## src/rtl/cache_refill_controller_pkg.sv

```systemverilog
// Shared types and constants for the cache miss refill path.
package cache_refill_controller_pkg;

    localparam int OperandSize    = 32;
    localparam int CacheLineWords = 4;

    typedef enum logic [1:0] {
        IDLE,
        WB,
        FILL,
        DONE
    } refill_state_t;

    // Clears the byte and word offset bits of an address within a cache line.
    function automatic logic [OperandSize-1:0] line_base(input logic [OperandSize-1:0] addr);
        line_base = addr & ~(OperandSize'(CacheLineWords * 4 - 1));
    endfunction

endpackage

```

## src/rtl/cache_refill_controller_mem_word_port.sv

```systemverilog
// Main-memory word port: holds req/we/base, walks the beat counter and flags
// the acknowledgement of the last beat of a line.
module cache_refill_controller_mem_word_port
    import cache_refill_controller_pkg::*;
#(
    parameter int LineWords = CacheLineWords,
    parameter int AddrWidth = 32
) (
    input  logic                         clk,
    input  logic                         rst,
    input  logic                         i_start,
    input  logic                         i_we,
    input  logic [AddrWidth-1:0]         i_base,
    input  logic                         i_ack,
    output logic                         o_req,
    output logic                         o_we,
    output logic [AddrWidth-1:0]         o_addr,
    output logic [$clog2(LineWords)-1:0] o_cnt,
    output logic                         o_beat,
    output logic                         o_last_ack
);

    localparam int CntW = $clog2(LineWords);

    logic                 r_req;
    logic                 r_we;
    logic [AddrWidth-1:0] r_base;
    logic [CntW-1:0]      r_cnt;
    logic                 w_beat;
    logic                 w_last;

    // An ack only counts while a request is outstanding.
    assign w_beat     = r_req & i_ack;
    assign w_last     = (r_cnt == CntW'(LineWords - 1));
    assign o_beat     = w_beat;
    assign o_last_ack = w_beat & w_last;
    assign o_req      = r_req;
    assign o_we       = r_req & r_we;
    assign o_cnt      = r_cnt;
    assign o_addr     = r_req ? (r_base + AddrWidth'({r_cnt, 2'b00})) : '0;

    always_ff @(posedge clk or negedge rst) begin
        if (!rst) begin
            r_req  <= 1'b0;
            r_we   <= 1'b0;
            r_base <= '0;
            r_cnt  <= '0;
        end else if (i_start) begin
            // A start on the last write-back ack chains straight into the fill
            // with req held high.
            r_req  <= 1'b1;
            r_we   <= i_we;
            r_base <= i_base;
            r_cnt  <= '0;
        end else if (w_beat) begin
            if (w_last) begin
                r_req <= 1'b0;
                r_cnt <= '0;
            end else begin
                r_cnt <= r_cnt + CntW'(1);
            end
        end
    end

endmodule

```

## src/rtl/cache_refill_controller.sv

```systemverilog
// Miss sequencer: writes back a dirty victim line, then refills the missing
// line from main memory into the cache fill port.
module cache_refill_controller
    import cache_refill_controller_pkg::*;
#(
    parameter int LineWords = CacheLineWords,
    parameter int AddrWidth = 32,
    parameter int DataWidth = OperandSize
) (
    input  logic                         clk,
    input  logic                         rst,
    input  logic                         miss_req,
    input  logic [AddrWidth-1:0]         miss_addr,
    input  logic                         victim_dirty,
    input  logic [AddrWidth-1:0]         victim_base,
    input  logic [DataWidth-1:0]         victim_rdata,
    output logic [$clog2(LineWords)-1:0] victim_word_idx,
    output logic                         fill_we,
    output logic [$clog2(LineWords)-1:0] fill_word_idx,
    output logic [DataWidth-1:0]         fill_wdata,
    output logic                         miss_done,
    output logic                         busy,
    output logic                         mem_req,
    output logic                         mem_we,
    output logic [AddrWidth-1:0]         mem_addr,
    output logic [DataWidth-1:0]         mem_wdata,
    input  logic                         mem_ack,
    input  logic [DataWidth-1:0]         mem_rdata
);

    localparam int                   CntW    = $clog2(LineWords);
    localparam logic [AddrWidth-1:0] OffMask = AddrWidth'(LineWords * 4 - 1);

    refill_state_t        r_state;
    logic [AddrWidth-1:0] r_fill_base;
    logic                 r_done;

    logic                 w_accept;
    logic                 w_start;
    logic                 w_start_we;
    logic [AddrWidth-1:0] w_start_base;
    logic [AddrWidth-1:0] w_miss_line;
    logic [AddrWidth-1:0] w_victim_line;
    logic                 w_req;
    logic                 w_we;
    logic [AddrWidth-1:0] w_addr;
    logic [CntW-1:0]      w_cnt;
    logic                 w_beat;
    logic                 w_last_ack;

    assign w_miss_line   = miss_addr & ~OffMask;
    assign w_victim_line = victim_base & ~OffMask;
    assign w_accept      = (r_state == IDLE) && miss_req;

    // The port is (re)started on acceptance and again when write-back ends.
    assign w_start      = w_accept || ((r_state == WB) && w_last_ack);
    assign w_start_we   = (r_state == IDLE) ? victim_dirty : 1'b0;
    assign w_start_base = (r_state != IDLE) ? r_fill_base :
                          (victim_dirty ? w_victim_line : w_miss_line);

    cache_refill_controller_mem_word_port #(
        .LineWords (LineWords),
        .AddrWidth (AddrWidth)
    ) u_port (
        .clk        (clk),
        .rst        (rst),
        .i_start    (w_start),
        .i_we       (w_start_we),
        .i_base     (w_start_base),
        .i_ack      (mem_ack),
        .o_req      (w_req),
        .o_we       (w_we),
        .o_addr     (w_addr),
        .o_cnt      (w_cnt),
        .o_beat     (w_beat),
        .o_last_ack (w_last_ack)
    );

    always_ff @(posedge clk or negedge rst) begin
        if (!rst) begin
            r_state     <= IDLE;
            r_fill_base <= '0;
            r_done      <= 1'b0;
        end else begin
            case (r_state)
                IDLE: begin
                    if (miss_req) begin
                        r_fill_base <= w_miss_line;
                        r_state     <= victim_dirty ? WB : FILL;
                    end
                end
                WB: begin
                    if (w_last_ack) r_state <= FILL;
                end
                FILL: begin
                    if (w_last_ack) begin
                        r_state <= DONE;
                        r_done  <= 1'b1;
                    end
                end
                DONE: begin
                    r_done  <= 1'b0;
                    r_state <= IDLE;
                end
                default: r_state <= IDLE;
            endcase
        end
    end

    assign busy            = (r_state != IDLE);
    assign miss_done       = r_done;
    assign mem_req         = w_req;
    assign mem_we          = w_we;
    assign mem_addr        = w_addr;
    assign mem_wdata       = ((r_state == WB) && w_req) ? victim_rdata : '0;
    assign victim_word_idx = (r_state == WB) ? w_cnt : '0;
    assign fill_word_idx   = (r_state == FILL) ? w_cnt : '0;
    assign fill_we         = (r_state == FILL) && w_beat;
    assign fill_wdata      = fill_we ? mem_rdata : '0;

endmodule

```

## config.mk

```make
export PLATFORM = sky130hd
export DESIGN_NAME = cache_refill_controller
export DESIGN_NICKNAME = d
export VERILOG_FILES = /design/src/rtl/cache_refill_controller_pkg.sv /design/src/rtl/cache_refill_controller_mem_word_port.sv /design/src/rtl/cache_refill_controller.sv
export SDC_FILE = /design/constraint.sdc
export NUM_CORES = 1
export LEC_CHECK = 0
export ABC_AREA = 1
export BUFFER_PORTS_ARGS = -buffer_cell sky130_fd_sc_hd__buf_2
export CAP_MARGIN = 5
export CORE_MARGIN = 1.5
export CORE_UTILIZATION = 45
export DETAILED_ROUTE_END_ITERATION = 10
export PLACE_DENSITY = 0.87
export SLEW_MARGIN = 25
export SYNTH_ARGS = -nofsm -noshare
export SYNTH_HDL_FRONTEND = slang
export SYNTH_SLANG_ARGS = --single-unit
```

## constraint.sdc

```tcl
create_clock -name clk -period 1.55 [get_ports clk]
set_input_delay 0.0775 -clock clk [delete_from_list [all_inputs] [get_ports clk]]
set_output_delay 0.0775 -clock clk [all_outputs]
set_load 0.02 [all_outputs]
```

==> key figures <==
Die
  • Total I/O pin count: between 200 and 250
  • Floorplan die area: 9880 µm²
  • Overall die width: 99.4 µm
  • Height of the die: just under 100 µm
  • Area inside the core boundary: 8850 µm²
  • Starting density of the core: 47.3%
  • Row cnt: 34

Timing
  • Maximum clock frequency: 0.604 GHz
  • Endpoints failing setup: 66
  • Setup clock skew after layout: 10.0 ps
  • Final period util: 107%
  • Transition at the pin with the smallest max-transition slack: 507 ps
  • Final number of hold-violating endpoints: 0
  • RSZ-0062 raised after global routing: yes
  • Slack of the critical path: -105 ps
  • Final number of max-transition violations: 0
  • Post-layout minimum cycle time: 1660 ps
  • Slew margin rel.: 66.2%

Global route
  • First-pass GRT wire length: 21.9 mm
  • Pin count of the biggest net entering global routing: between 60 and 70
  • Total gr overflow: 0
  • Total track usage: 27.7%
  • Initial antenna violation count: 2
  • Number of global-route vias before repair: 4558

Synthesis
  • Synthesized cell area: approximately 4200 µm²
  • Area share of the leading cell type in the synthesized netlist: 37.7%
  • Synth cell types: 22
  • Biggest area consumer among synthesized cells: dfrtp_1
  • Top cells by area, synth: dfrtp_1 (38%), nand2_1 (22%), inv_1 (15%), nand3_1 (7.3%), nor2_1 (5.8%)
  • Total number of yosys warnings: 0
  • Post-synthesis sequential area ratio: 37.7%
  • Synthesized area per cell: 6.07 µm²
  • Gate count of the mapped netlist: just under 700
  • Flip-flop and latch count after synthesis: 63

Routing
  • Number of vias per cell: 4.78
  • Count of unresolved DRC violations after routing: 0
  • Via Count: between 4000 and 5000
  • Pre-Repair DR Iteration Count: 5
  • Post-Route WL: around 14 mm
  • Antenna violation net count after detailed routing: 0
  • Routed wire length per instance: 13.7 µm
  • Number of DRC violations after detailed-routing iteration 0: approximately 300

Finish
  • Final Instance Count excl. Fillers: between 1000 and 1500
  • Final #Nets: 1073
  • Fill cell count: 677
  • Area of combinational cells with multiple inputs: 2140 µm²
  • Area added between synthesis and finish: 58.7%
  • Layout cells sized above 1: between 30% and 40%
  • Combined flip-flop and latch cell area: ~1600 µm²

Critical path
  • Arrival time reported for the critical path endpoint: ~1600 ps
  • Worst setup SP type: flip-flop
  • Crit Path Max Fanout: 8
  • Worst Setup End Kind: output pin
  • Required @ worst endpoint: between 1000 and 1500 ps
  • Startpoint-to-endpoint class of the critical path: reg2out

CTS
  • CTS root buf: clkbuf_8
  • Maximum number of buffers from clock root to sink: 2
  • Clock Latency Late Sink: 330 ps
  • Number of clock sinks: 63
  • Clock slew seen by the registers of the worst setup and hold paths: 60 ps
  • TritonCTS Buffers: 9
  • CTS H-tree depth: 3
  • TritonCTS clock tree: built

Power and ir drop
  • Leakage component of the power: between 0.004 and 0.005 µW
  • Cell Pwr Density: 1740 nW/µm²
  • Maximum vdd drop: approximately 1.1 mV

Status
  • Failing checks: setup timing
  • Run status: finished, violations left

Hold path
  • Class of the tightest hold or removal check: in2reg

Place
  • Post-placement setup slack: -13.4 ps
  • Detailed placement HPWL: a little over 9 mm
  • Placed Instances: 1010
  • I/O Buffers: ~230
  • Routability congestion estimate: 0.819

Job
  • Max_cap viols: 0
-- metrics by stage --
step	instance area (µm²)	util (%)	hold slack, ps	setup TNS, ps	power [µW]
4_1_cts	6450	72.9	1.01	-4710	11100
5_1_grt	6630	75.0	-0.960	-8730	12400
3_3_place_gp	5570	62.9	116	0	8640
2_1_floorplan	4270	-	-218	0	6820
3_5_place_dp	5570	62.9	112	-13.4	8790
6_report	6640	75.0	5.63	-3730	11600
-- power by group --
group / switching (µW) / internal, µW
combinational: 4370 / 2970
sequential: 453 / 2400
clock: 575 / 805
-- timing repair --
action | 4_1_cts | 5_1_grt
hold buffers | 8 | 0
pin swaps | 3 | 0
setup buffers | 10 | 2
endpoints found under the setup margin | 86 | 113
cloned | 3 | 0
gates resized for setup | 145 | 52
endpoints found under the hold margin | 70 | 0
-- metal layers --
| layer | part of all wire [%] | wire length (µm) | vias up | global-route usage (%) |
|---|---|---|---|---|
| met4 | 2.0 | 284 | 2 | 9.21 |
| met1 | 39 | 5630 | 2274 | 33.6 |
| li1 | - | - | 2465 | - |
| met3 | 7.2 | 1030 | 30 | 5.97 |
| met2 | 52 | 7390 | 222 | 49.0 |
| met5 | 0.070 | 10 | - | 0 |
-- kinds of logic after synthesis --
group                    share of synthesized area (%)
adder cells (fa/ha/maj)                           1.80
buffers and inverters                             19.4
other                                           0.0897
AND/OR/NAND/NOR                                   36.8
AO/OA/AOI/OAI                                     4.19
flip-flops                                        37.7
-- critical path, cell delays in order (launching register included) --
cell and delay (ps):
dfrtp_1 380, inv_2 80, ha_4 140, inv_4 40, nor2_4 120, inv_6 80, buf_16 170, nor2_4 110
buf_6 130
-- cells in the mapped netlist (all sizes together) --
cell,number
buf,27
dfrtp,63
o21a,1
or2,2
nor2,67
o21ai,30
nand3,61
o21bai,1
clkbuf,11
a21oi,2
ha,6
conb,1
inv,165
nand2,252
-- state kept, by name, indices dropped and copies added, names as in the netlist --
name,flops
u_port.r_base,28
r_fill_base,28
u_port.r_we,1
miss_done,1
u_port.o_cnt,2
r_state,2
u_port.o_req,1
-- cell usage in the layout, fill, tap and decap left out --
| cell type | count |
|---|---|
| buf_4 | 47 |
| buf_2 | 158 |
| conb_1 | 2 |
| dfrtp_1 | 61 |
| nor2_1 | 15 |
| inv_1 | 159 |
| buf_12 | 5 |
| a21oi_1 | 2 |
| or2_2 | 1 |
| dfrtp_2 | 2 |
| or2_4 | 1 |
| bufinv_16 | 1 |
| dlygate4sd3_1 | 8 |
| inv_6 | 1 |
| o21ai_0 | 14 |
| nand2_4 | 3 |
| clkbuf_8 | 11 |
| ha_1 | 3 |
| nand3_1 | 61 |
| nor2_4 | 32 |
| buf_6 | 50 |
| inv_4 | 2 |
| nor2_2 | 20 |
| diode_2 | 1 |
| clkbuf_1 | 1 |
| o21ai_1 | 16 |
| nand2_1 | 245 |
| o21a_1 | 1 |
| ha_4 | 3 |
| nand2_2 | 4 |
| o21bai_1 | 1 |
| inv_2 | 3 |
| buf_16 | 3 |
-- final timing paths --
kind                                    to  slack [ps]             from  depth (start not counted)
max in group asynchronous       r_state[1]         990              rst                          3
min in group asynchronous  r_fill_base[14]         270              rst                          3
max                         fill_wdata[15]        -110       r_state[0]                          8
min                        r_fill_base[15]           6    miss_addr[15]                          3
min reg2reg                r_fill_base[10]         490  r_fill_base[10]                          2
max reg2reg                     r_state[0]          60       r_state[1]                          8
-- cell type report --
class / count / area share [%]
multi-input cells: 424 / 32.2
repair buffers: 271 / 29.7
flip-flops and latches: 63 / 23.8
inverters: 165 / 9.48
clock buffers: 12 / 2.34
well taps: 108 / 2.04
clock inverters: 1 / 0.452
diodes: 1 / 0.0377
No activity file was read; power rests on OpenSTA's default activity.
